--- config.mk ---
export PLATFORM = sky130hd
export DESIGN_NAME = spi_frame_ctrl_flat
export DESIGN_NICKNAME = d
export VERILOG_FILES = /design/src/rtl/spi_frame_ctrl_if.sv /design/src/rtl/spi_frame_ctrl.sv /design/src/flat_wrapper.sv
export SDC_FILE = /design/constraint.sdc
export NUM_CORES = 1
export LEC_CHECK = 0
export ABC_AREA = 0
export BUFFER_PORTS_ARGS = -buffer_cell sky130_fd_sc_hd__buf_4
export CAP_MARGIN = 10
export CORE_MARGIN = 5
export CORE_UTILIZATION = 25
export DETAILED_ROUTE_END_ITERATION = 6
export GPL_TIMING_DRIVEN = 0
export PLACE_DENSITY = 0.43
export SLEW_MARGIN = 10
export SYNTH_ARGS = -nofsm -noshare
export SYNTH_HDL_FRONTEND = slang
export SYNTH_SLANG_ARGS = --single-unit
--- constraint.sdc ---
create_clock -name clk -period 1.6 [get_ports clk]
set_input_delay 0.24 -clock clk [delete_from_list [all_inputs] [get_ports clk]]
set_output_delay 0.24 -clock clk [all_outputs]
set_load 0.05 [all_outputs]
--- src/rtl/spi_frame_ctrl_if.sv ---
// Purpose: bundles the host-side request/response and SPI pad signals of spi_frame_ctrl.
// Latency: none, wires only.
// Backpressure: none; start is only honoured while the controller is idle.
// Ports (master = controller view):
//   start, tx_data, miso        -> into the controller
//   busy, done, rx_data,
//   cs_n, sclk, mosi            <- out of the controller
interface spi_frame_ctrl_if #(
    parameter int FRAME_BITS = 10
);
    logic                  start;
    logic [FRAME_BITS-1:0] tx_data;
    logic                  miso;
    logic                  busy;
    logic                  done;
    logic [FRAME_BITS-1:0] rx_data;
    logic                  cs_n;
    logic                  sclk;
    logic                  mosi;

    modport master (
        input  start, tx_data, miso,
        output busy, done, rx_data, cs_n, sclk, mosi
    );

    modport slave (
        output start, tx_data, miso,
        input  busy, done, rx_data, cs_n, sclk, mosi
    );
endinterface

--- src/rtl/spi_frame_ctrl.sv ---
// Purpose: SPI mode-0 master frame sequencer, FRAME_BITS bits MSB-first per frame.
// Latency: 2*CLK_DIV + 2*FRAME_BITS*CLK_DIV + 1 cycles from accepted start back to idle.
// Backpressure: start is sampled only in IDLE; requests while busy are dropped.
// Ports: clk, rst (async, active high), bus (spi_frame_ctrl_if.master):
//   start/tx_data host request, busy/done/rx_data host status,
//   cs_n/sclk/mosi/miso SPI pads. All outputs are registered.
module spi_frame_ctrl #(
    parameter int FRAME_BITS = 10,
    parameter int CLK_DIV    = 2
) (
    input  logic              clk,
    input  logic              rst,
    spi_frame_ctrl_if.master  bus
);
    localparam int BW = $clog2(FRAME_BITS + 1);
    localparam int DW = $clog2(CLK_DIV + 1);
    localparam logic [BW-1:0] BIT_LAST = BW'(FRAME_BITS - 1);
    localparam logic [DW-1:0] DIV_LAST = DW'(CLK_DIV - 1);

    typedef enum logic [2:0] {
        IDLE  = 3'd0,
        SETUP = 3'd1,
        XFER  = 3'd2,
        HOLD  = 3'd3,
        DONE  = 3'd4
    } state_t;

    state_t                state_q;
    logic [BW-1:0]         bit_cnt_q;
    logic [DW-1:0]         div_cnt_q;
    logic [FRAME_BITS-1:0] tx_shreg_q;
    logic [FRAME_BITS-1:0] rx_shreg_q;
    logic [FRAME_BITS-1:0] rx_data_q;
    logic                  cs_n_q;
    logic                  sclk_q;
    logic                  mosi_q;
    logic                  busy_q;
    logic                  done_q;

    logic                  div_last;
    logic [FRAME_BITS-1:0] tx_shreg_d;
    logic [FRAME_BITS-1:0] rx_shreg_d;

    // Shifted shift-register values; written via shift + bit insert so that
    // FRAME_BITS=1 elaborates without a zero-width slice.
    always_comb begin
        div_last      = (div_cnt_q == DIV_LAST);
        tx_shreg_d    = tx_shreg_q << 1;
        rx_shreg_d    = rx_shreg_q << 1;
        rx_shreg_d[0] = bus.miso;
    end

    always_ff @(posedge clk or posedge rst) begin
        if (rst) begin
            state_q    <= IDLE;
            bit_cnt_q  <= '0;
            div_cnt_q  <= '0;
            tx_shreg_q <= '0;
            rx_shreg_q <= '0;
            rx_data_q  <= '0;
            cs_n_q     <= 1'b1;
            sclk_q     <= 1'b0;
            mosi_q     <= 1'b0;
            busy_q     <= 1'b0;
            done_q     <= 1'b0;
        end else begin
            done_q <= 1'b0;
            case (state_q)
                IDLE: begin
                    if (bus.start) begin
                        tx_shreg_q <= bus.tx_data;
                        mosi_q     <= bus.tx_data[FRAME_BITS-1];
                        cs_n_q     <= 1'b0;
                        div_cnt_q  <= '0;
                        bit_cnt_q  <= '0;
                        busy_q     <= 1'b1;
                        state_q    <= SETUP;
                    end
                end
                // CS-to-first-edge setup time.
                SETUP: begin
                    if (div_last) begin
                        div_cnt_q <= '0;
                        state_q   <= XFER;
                    end else begin
                        div_cnt_q <= div_cnt_q + DW'(1);
                    end
                end
                XFER: begin
                    if (div_last) begin
                        div_cnt_q <= '0;
                        sclk_q    <= ~sclk_q;
                        if (!sclk_q) begin
                            // Rising edge: slave data is stable, capture it.
                            rx_shreg_q <= rx_shreg_d;
                        end else begin
                            // Falling edge: bit finished, present the next one
                            // or leave mosi on the last bit for the hold phase.
                            bit_cnt_q <= bit_cnt_q + BW'(1);
                            if (bit_cnt_q == BIT_LAST) begin
                                state_q <= HOLD;
                            end else begin
                                tx_shreg_q <= tx_shreg_d;
                                mosi_q     <= tx_shreg_d[FRAME_BITS-1];
                            end
                        end
                    end else begin
                        div_cnt_q <= div_cnt_q + DW'(1);
                    end
                end
                // CS hold time after the last falling edge.
                HOLD: begin
                    if (div_last) begin
                        div_cnt_q <= '0;
                        cs_n_q    <= 1'b1;
                        done_q    <= 1'b1;
                        rx_data_q <= rx_shreg_q;
                        state_q   <= DONE;
                    end else begin
                        div_cnt_q <= div_cnt_q + DW'(1);
                    end
                end
                DONE: begin
                    busy_q  <= 1'b0;
                    state_q <= IDLE;
                end
                default: begin
                    state_q <= IDLE;
                end
            endcase
        end
    end

    assign bus.busy    = busy_q;
    assign bus.done    = done_q;
    assign bus.rx_data = rx_data_q;
    assign bus.cs_n    = cs_n_q;
    assign bus.sclk    = sclk_q;
    assign bus.mosi    = mosi_q;
endmodule
--- src/flat_wrapper.sv ---
// flat-port wrapper written by rule: the top's interface ports become plain ports
module spi_frame_ctrl_flat 
#(
    parameter int FRAME_BITS = 10,
    parameter int CLK_DIV    = 2
)
  (clk, rst, bus_start, bus_tx_data, bus_miso, bus_busy, bus_done, bus_rx_data, bus_cs_n, bus_sclk, bus_mosi);
  spi_frame_ctrl_if #(.FRAME_BITS(FRAME_BITS)) bus_i ();
  input  logic clk;
  input  logic rst;
  input wire logic [$bits(bus_i.start)-1:0] bus_start;
  input wire logic [$bits(bus_i.tx_data)-1:0] bus_tx_data;
  input wire logic [$bits(bus_i.miso)-1:0] bus_miso;
  output wire logic [$bits(bus_i.busy)-1:0] bus_busy;
  output wire logic [$bits(bus_i.done)-1:0] bus_done;
  output wire logic [$bits(bus_i.rx_data)-1:0] bus_rx_data;
  output wire logic [$bits(bus_i.cs_n)-1:0] bus_cs_n;
  output wire logic [$bits(bus_i.sclk)-1:0] bus_sclk;
  output wire logic [$bits(bus_i.mosi)-1:0] bus_mosi;
  assign bus_i.start = bus_start;
  assign bus_i.tx_data = bus_tx_data;
  assign bus_i.miso = bus_miso;
  assign bus_busy = bus_i.busy;
  assign bus_done = bus_i.done;
  assign bus_rx_data = bus_i.rx_data;
  assign bus_cs_n = bus_i.cs_n;
  assign bus_sclk = bus_i.sclk;
  assign bus_mosi = bus_i.mosi;
  spi_frame_ctrl #(.FRAME_BITS(FRAME_BITS), .CLK_DIV(CLK_DIV)) u_core (.clk(clk), .rst(rst), .bus(bus_i));
endmodule
== After elaboration in Yosys (flattened, before gate mapping) ==
Index checks and enable logic that the tools add are counted.
Operators by class
  mux-type cells: 31
  reduce and logical (&&, ||, !) cells: 15
  bitwise operators: 1
  equality and inequality tests: 13
  $add $sub $neg: 2
Operator list (count)
  $mux 9: 4
  $mux 3: 6
  $pmux 9 s2: 1
  $mux 4: 3
  $pmux 3 s4: 1
  $ne 2x1->1 const B: 5
  $mux 1: 9
  $pmux 4 s2: 1
  $reduce_and 2->1: 4
  $reduce_bool 2->1: 4
  $eq 3x2->1 const B: 2
  $pmux 1 s2: 3
  $reduce_and 3->1: 2
  $reduce_and 6->1: 1
  $reduce_and 5->1: 1
  $add 4x1->4 const B: 1
  $eq 4x4->1 const B: 1
  $mux 2: 2
  $ne 2x2->1 const B: 2
  $pmux 2 s2: 1
  $reduce_and 4->1: 1
  $eq 3x1->1 const B: 1
  $eq 3x3->1 const B: 1
  $logic_not 3->1: 1
  4 further kinds: 4
Storage, ports and cells
  logic and storage cells: 73
  register bits: 43
  output and inout bits: 15
  input bits: 14

== Logic depth before layout (Yosys ltp) ==
  depth in word-level cells: 5
  mapped depth: 6
  mapped depth without buffers: 5

== Worst setup path after synthesis ==
OpenSTA, ideal clock, no wires.
  kind: flip-flop to flip-flop
  from: reg u_core.sclk_q, in the netlist u_core.bus.sclk
  to: reg u_core.mosi_q, in the netlist u_core.bus.mosi
  required time: 1.475 ns
  arrival: 1.817 ns
  path slack: -0.341 ns
  cell stages (with the launch flop): 5
  clock period less this slack: 1.941 ns
  setup time: 0.125 ns
  path buffers: 1
  cells stage by stage: dfrtp_1 > clkbuf_1 > nor2b_1 > a211oi_4 > mux2_2
On the way
  longest elaborated chain between the ends: 2
Ends and longest elaborated chain
  start, declared: RTL line spi_frame_ctrl.sv:35  | logic sclk_q;
  start signal, assigned: RTL line spi_frame_ctrl.sv:92  | sclk_q <= ~sclk_q;
  $ne 2x1->1 (no source line)
  $reduce_and 5->1 (no source line)
  end signal, assigned: RTL line spi_frame_ctrl.sv:72  | mosi_q <= bus.tx_data[FRAME_BITS-1];
  end signal, assigned: RTL line spi_frame_ctrl.sv:104  | mosi_q <= tx_shreg_d[FRAME_BITS-1];
  end, declared: RTL line spi_frame_ctrl.sv:36  | logic mosi_q;
No other way between the ends.
A chain may end at the register's enable or synchronous reset.

== Final worst setup path ==
  from: reg u_core.bit_cnt_q[0]
  to: reg u_core.tx_shreg_q[8]
On the way
  longest elaborated chain between the ends: 3
Ends and longest elaborated chain
  start, declared: RTL line spi_frame_ctrl.sv:29  | logic [BW-1:0] bit_cnt_q;
  start signal, assigned: RTL line spi_frame_ctrl.sv:99  | bit_cnt_q <= bit_cnt_q + BW'(1);
  $eq 4x4->1: RTL line spi_frame_ctrl.sv:100  | if (bit_cnt_q == BIT_LAST) begin
  $ne 2x2->1 (no source line)
  $reduce_and 5->1 (no source line)
  end signal, assigned: RTL line spi_frame_ctrl.sv:71  | tx_shreg_q <= bus.tx_data;
  end signal, assigned: RTL line spi_frame_ctrl.sv:103  | tx_shreg_q <= tx_shreg_d;
  end, declared: RTL line spi_frame_ctrl.sv:31  | logic [FRAME_BITS-1:0] tx_shreg_q;
No other way between the ends.

==> impl_metrics.prom <==
# TYPE chip_impl_metric gauge
chip_impl_metric{name="worst_clock_skew",unit="ps"} 4.96
chip_impl_metric{name="comb_power_share",unit="%"} 49.9
chip_impl_metric{name="first_global_vias",unit=""} 1527
chip_impl_metric{name="post-dp-hpwl",unit="um"} 2730
chip_impl_metric{name="cts_made_buffers",unit=""} 5
chip_impl_metric{name="gr-usage-all-layers",unit="%"} 9.38
chip_impl_metric{name="drt-pass1-iter-count",unit=""} 4
chip_impl_metric{name="maximum_vdd_drop",unit="uV"} 772
chip_impl_metric{name="worst_setup_hold_path_clk_slew",unit="ps"} 90
chip_impl_metric{name="globalRouteOverflowTotal",unit=""} 0
chip_impl_metric{name="count_of_unresolved_drc_violations_after_routing",unit=""} 0
chip_impl_metric{name="setup-violations-final",unit=""} 9
chip_impl_metric{name="share_clk_of_total_power",unit="%"} 16.4
chip_impl_metric{name="fraction_of_registers_with_async_set_reset",unit="%"} 100
chip_impl_metric{name="period_needed",unit="ps"} 1640
chip_impl_info{name="min-delay-start",value="bus_miso"} 1
chip_impl_metric{name="io-pin-count",unit=""} 29
chip_impl_metric{name="min_delay_path_depth",unit=""} 2
chip_impl_metric{name="p_int",unit="uW"} 3200
chip_impl_metric{name="starting_density_of_the_core",unit="%"} 25.4
chip_impl_info{name="outcome",value="finished with violations"} 1
chip_impl_metric{name="critPathMaxFanout",unit=""} 5
chip_impl_metric{name="pre_cts_slack",unit="ps"} -377
chip_impl_metric{name="mean_routed_wirelength_per_cell",unit="um"} 12.2
chip_impl_metric{name="mappedNetlistNets",unit=""} 199
chip_impl_metric{name="ant_nets",unit=""} 0
chip_impl_metric{name="final.setup.worst_slack",unit="ps"} -40.6
chip_impl_metric{name="die_x",unit="um"} 97.9
chip_impl_metric{name="wire_length_of_the_first_global_routing_pass",unit="um"} 7400
chip_impl_metric{name="finalNetCount",unit=""} 248
chip_impl_metric{name="max_cap_violations",unit=""} 0
chip_impl_metric{name="post-route-period-util",unit="%"} 103
chip_impl_metric{name="vias_per_cell",unit=""} 4.14
chip_impl_metric{name="drt_first_iter_violations",unit=""} 39
chip_impl_metric{name="cts_sinks",unit=""} 43
chip_impl_info{name="cts_root_buffer",value="sky130_fd_sc_hd__clkbuf_8"} 1
chip_impl_metric{name="critical_path.max_stage_delay",unit="ps"} 420
chip_impl_metric{name="layout-drive-gt1-share",unit="%"} 39.9
chip_impl_metric{name="achievable-frequency",unit="MHz"} 610
chip_impl_metric{name="power.share.switching",unit="%"} 38.8
chip_impl_metric{name="max-clock-path-buffers",unit=""} 2
chip_impl_metric{name="postLayoutCellArea",unit="um2"} 2600
chip_impl_info{name="reg2reg_launch_point",value="u_core.bit_cnt_q[0]"} 1
chip_impl_info{name="min_to",value="u_core.rx_shreg_q[0]"} 1
chip_impl_metric{name="power.net_switching",unit="uW"} 2030
chip_impl_metric{name="antenna_violations_before_repair",unit=""} 0
chip_impl_info{name="clock_tree_from_tritoncts",value="built"} 1
chip_impl_info{name="worstPathCellList",value="ha_2 > and3b_2 > a211oi_4 > buf_6 > mux2_4"} 1
chip_impl_metric{name="hold_violations_final",unit=""} 0
chip_impl_metric{name="worst-r2r-cell-count",unit=""} 5
chip_impl_metric{name="number_of_port_buffers",unit=""} 28
chip_impl_info{name="critical-path-top-delay-family",value="flip-flops"} 1
chip_impl_metric{name="ys_seq_elements",unit=""} 43
chip_impl_metric{name="synth-seq-area-share",unit="%"} 55.8
chip_impl_info{name="synth_top_cells_by_area",value="sky130_fd_sc_hd__dfrtp_1, sky130_fd_sc_hd__nand2_1, sky130_fd_sc_hd__mux2_2, sky130_fd_sc_hd__o21ai_0, sky130_fd_sc_hd__dfstp_2"} 1
chip_impl_metric{name="fp.dieArea",unit="um2"} 9570
chip_impl_metric{name="slew_viol_final",unit=""} 0
chip_impl_metric{name="slew-limit-headroom",unit="%"} 75.5
chip_impl_metric{name="synth_top_area_share",unit="%"} 54.5
chip_impl_metric{name="place.gp.congestion",unit=""} 0.701
chip_impl_info{name="synthTopCellsByCount",value="sky130_fd_sc_hd__nand2_1, sky130_fd_sc_hd__dfrtp_1, sky130_fd_sc_hd__mux2_2"} 1
chip_impl_info{name="area_leader_netlist",value="sky130_fd_sc_hd__dfrtp_1"} 1
chip_impl_metric{name="floorplan.rows",unit=""} 32
chip_impl_metric{name="detailroute.via_count",unit=""} 1386
chip_impl_info{name="failing_checks",value="negative setup slack"} 1
chip_impl_metric{name="htree_levels",unit=""} 2
chip_impl_metric{name="power_leakage",unit="uW"} 0.00130
chip_impl_info{name="yosysMostFrequentCell",value="sky130_fd_sc_hd__nand2_1"} 1
chip_impl_metric{name="placeableCoreArea",unit="um2"} 7610
chip_impl_metric{name="netlist_instances",unit=""} 183
chip_impl_metric{name="max_slew.worst_pin.slew",unit="ps"} 367
chip_impl_metric{name="synthesis.area_per_instance",unit="um2"} 10.5
chip_impl_metric{name="floorplan.die.height",unit="um"} 97.9
chip_impl_metric{name="placed_cell_area",unit="um2"} 2290
chip_impl_metric{name="critPathArrivalTime",unit="ps"} 1820
chip_impl_metric{name="layout-area-overhead-vs-synth",unit="%"} 35.0
chip_impl_metric{name="synth_edf_count",unit=""} 0
chip_impl_info{name="timing.setup.critical_path_class",value="reg -> reg"} 1
chip_impl_info{name="critPathCaptureType",value="flip-flop"} 1
chip_impl_metric{name="fill_cells",unit=""} 809
chip_impl_info{name="rr_endpoint",value="u_core.tx_shreg_q[8]"} 1
chip_impl_info{name="holdCritPathClass",value="in -> reg"} 1
chip_impl_metric{name="synth_area",unit="um2"} 1930
chip_impl_metric{name="synthDistinctLibCells",unit=""} 35
chip_impl_metric{name="postRouteWirelength",unit="um"} 4090
chip_impl_info{name="rsz0062_at_grt",value="true"} 1
chip_impl_info{name="synth_ff_type",value="sky130_fd_sc_hd__dfrtp_1"} 1
chip_impl_metric{name="register_to_register_setup_slack",unit="ps"} -40
chip_impl_metric{name="critical_path_required",unit="ps"} 1780
chip_impl_metric{name="insertedDiodeCount",unit=""} 0
chip_impl_metric{name="critPathBufInv",unit=""} 1
chip_impl_info{name="worst_setup_path_start_kind",value="flip-flop"} 1
chip_impl_metric{name="power_density",unit="nW/um2"} 2010
chip_impl_metric{name="grt_start_max_net_pins",unit=""} 29
chip_impl_info{name="critical_path.slowest_cell",value="sky130_fd_sc_hd__dfrtp_2"} 1
chip_impl_metric{name="ys_warn_count",unit=""} 0
chip_impl_metric{name="pwr-share-seq",unit="%"} 33.7
chip_impl_metric{name="clock_latency",unit="ps"} 290
-- timing repair --
action                                  4_1_cts  5_1_grt
pin swaps                                     4        2
gates resized for setup                      27        7
hold endpoints to repair                     15        0
hold buffers                                  1        0
endpoints found under the setup margin       20       27
buffers inserted                             11        2
-- metrics by stage --
step / total power, uW / instances / hold slack [ps] / setup TNS (ps) / util (%)
finish: 5230 / 335 / 173 / -331 / 34.2
global route: 5660 / 335 / 166 / -797 / 34.2
CTS: 5290 / 334 / 157 / -273 / 34.0
detailed placement: 3970 / 314 / 257 / -4850 / 30.1
global placement: 3940 / 313 / 452 / -19250 / 29.8
floorplan: 3390 / 183 / 388 / -1060 / -
-- layer usage --
metal / up-vias / track usage (%) / part of all wire [%]
li1: 705 / - / -
met1: 654 / 12.4 / 49
met2: 23 / 14.8 / 46
met3: 4 / 2.64 / 4.3
met4: 0 / 3.19 / 1.1
met5: - / 0 / 0
-- flip-flops by register name, summed over array words and instances (netlist names) --
signal / count
u_core.div_cnt_q: 2
u_core.bus.rx_data: 10
u_core.bus.mosi: 1
u_core.bus.sclk: 1
u_core.tx_shreg_q: 9
u_core.bit_cnt_q: 4
u_core.state_q: 3
u_core.bus.cs_n: 1
u_core.bus.busy: 1
u_core.bus.done: 1
u_core.rx_shreg_q: 10
-- placed cells by master (no fill, tap or decap), drive strengths merged, types with 2 or more instances in the layout --
cell and count:
clkbuf 8, nand2 65, ha 2, a211oi 2, nor2 3, inv 6
and3b 2, a21oi 4, dfrtp 42, nand2b 3, nor2b 3, mux2 19
o31ai 3, o21ai 7, buf 46
-- power groups by stage --
stage                     Clock, uW  Combinational (uW)  Sequential [uW]
after floorplan                   0                1220             2170
after global placement            0                2140             1790
after detailed placement          0                2170             1800
after CTS                       903                2610             1770
after global routing            944                2890             1830
final                           857                2610             1760
-- cell type report --
cell class	instances	area, um2	area share (%)
inverters	5	18.8	0.721
well taps	102	128	4.90
clock inverters	3	46.3	1.78
repair buffers	43	349	13.4
plain buffers	7	56.3	2.16
flip-flops and latches	43	1080	41.5
clock buffers	5	68.8	2.64
multi-input cells	127	857	32.9
-- worst reg2reg max path, stage by stage (launching register included) --
cell,delay (ps)
sky130_fd_sc_hd__dfrtp_2,420
sky130_fd_sc_hd__ha_2,180
sky130_fd_sc_hd__and3b_2,220
sky130_fd_sc_hd__a211oi_4,250
sky130_fd_sc_hd__buf_6,170
sky130_fd_sc_hd__mux2_4,300
-- logic make-up (layout without fill, tap and decap cells) --
| group | after synthesis | in the layout | synth area share [%] |
|---|---|---|---|
| buf+inv | 13 | 63 | 3.31 |
| fa+ha+maj | 2 | 2 | 1.30 |
| mux | 19 | 19 | 11.1 |
| xor+xnor | 1 | 1 | 0.454 |
| simple gates | 84 | 84 | 19.8 |
| flops | 43 | 43 | 55.8 |
| compound gates | 21 | 21 | 8.17 |
-- worst max-delay path by stage --
stage	cells past startpoint	to	slack [ps]	startpoint
floorplan	4	u_core.bus.mosi	-120	u_core.bit_cnt_q[0]
global placement	2	u_core.bus.sclk	-480	rst
detailed placement	4	u_core.tx_shreg_q[7]	-380	u_core.bit_cnt_q[0]
CTS	6	u_core.tx_shreg_q[7]	-40	u_core.state_q[1]
global route	6	u_core.tx_shreg_q[1]	-90	u_core.bit_cnt_q[1]
finish	5	u_core.tx_shreg_q[8]	-40	u_core.bit_cnt_q[0]
Note: power is estimated with default switching activity, not from simulation.
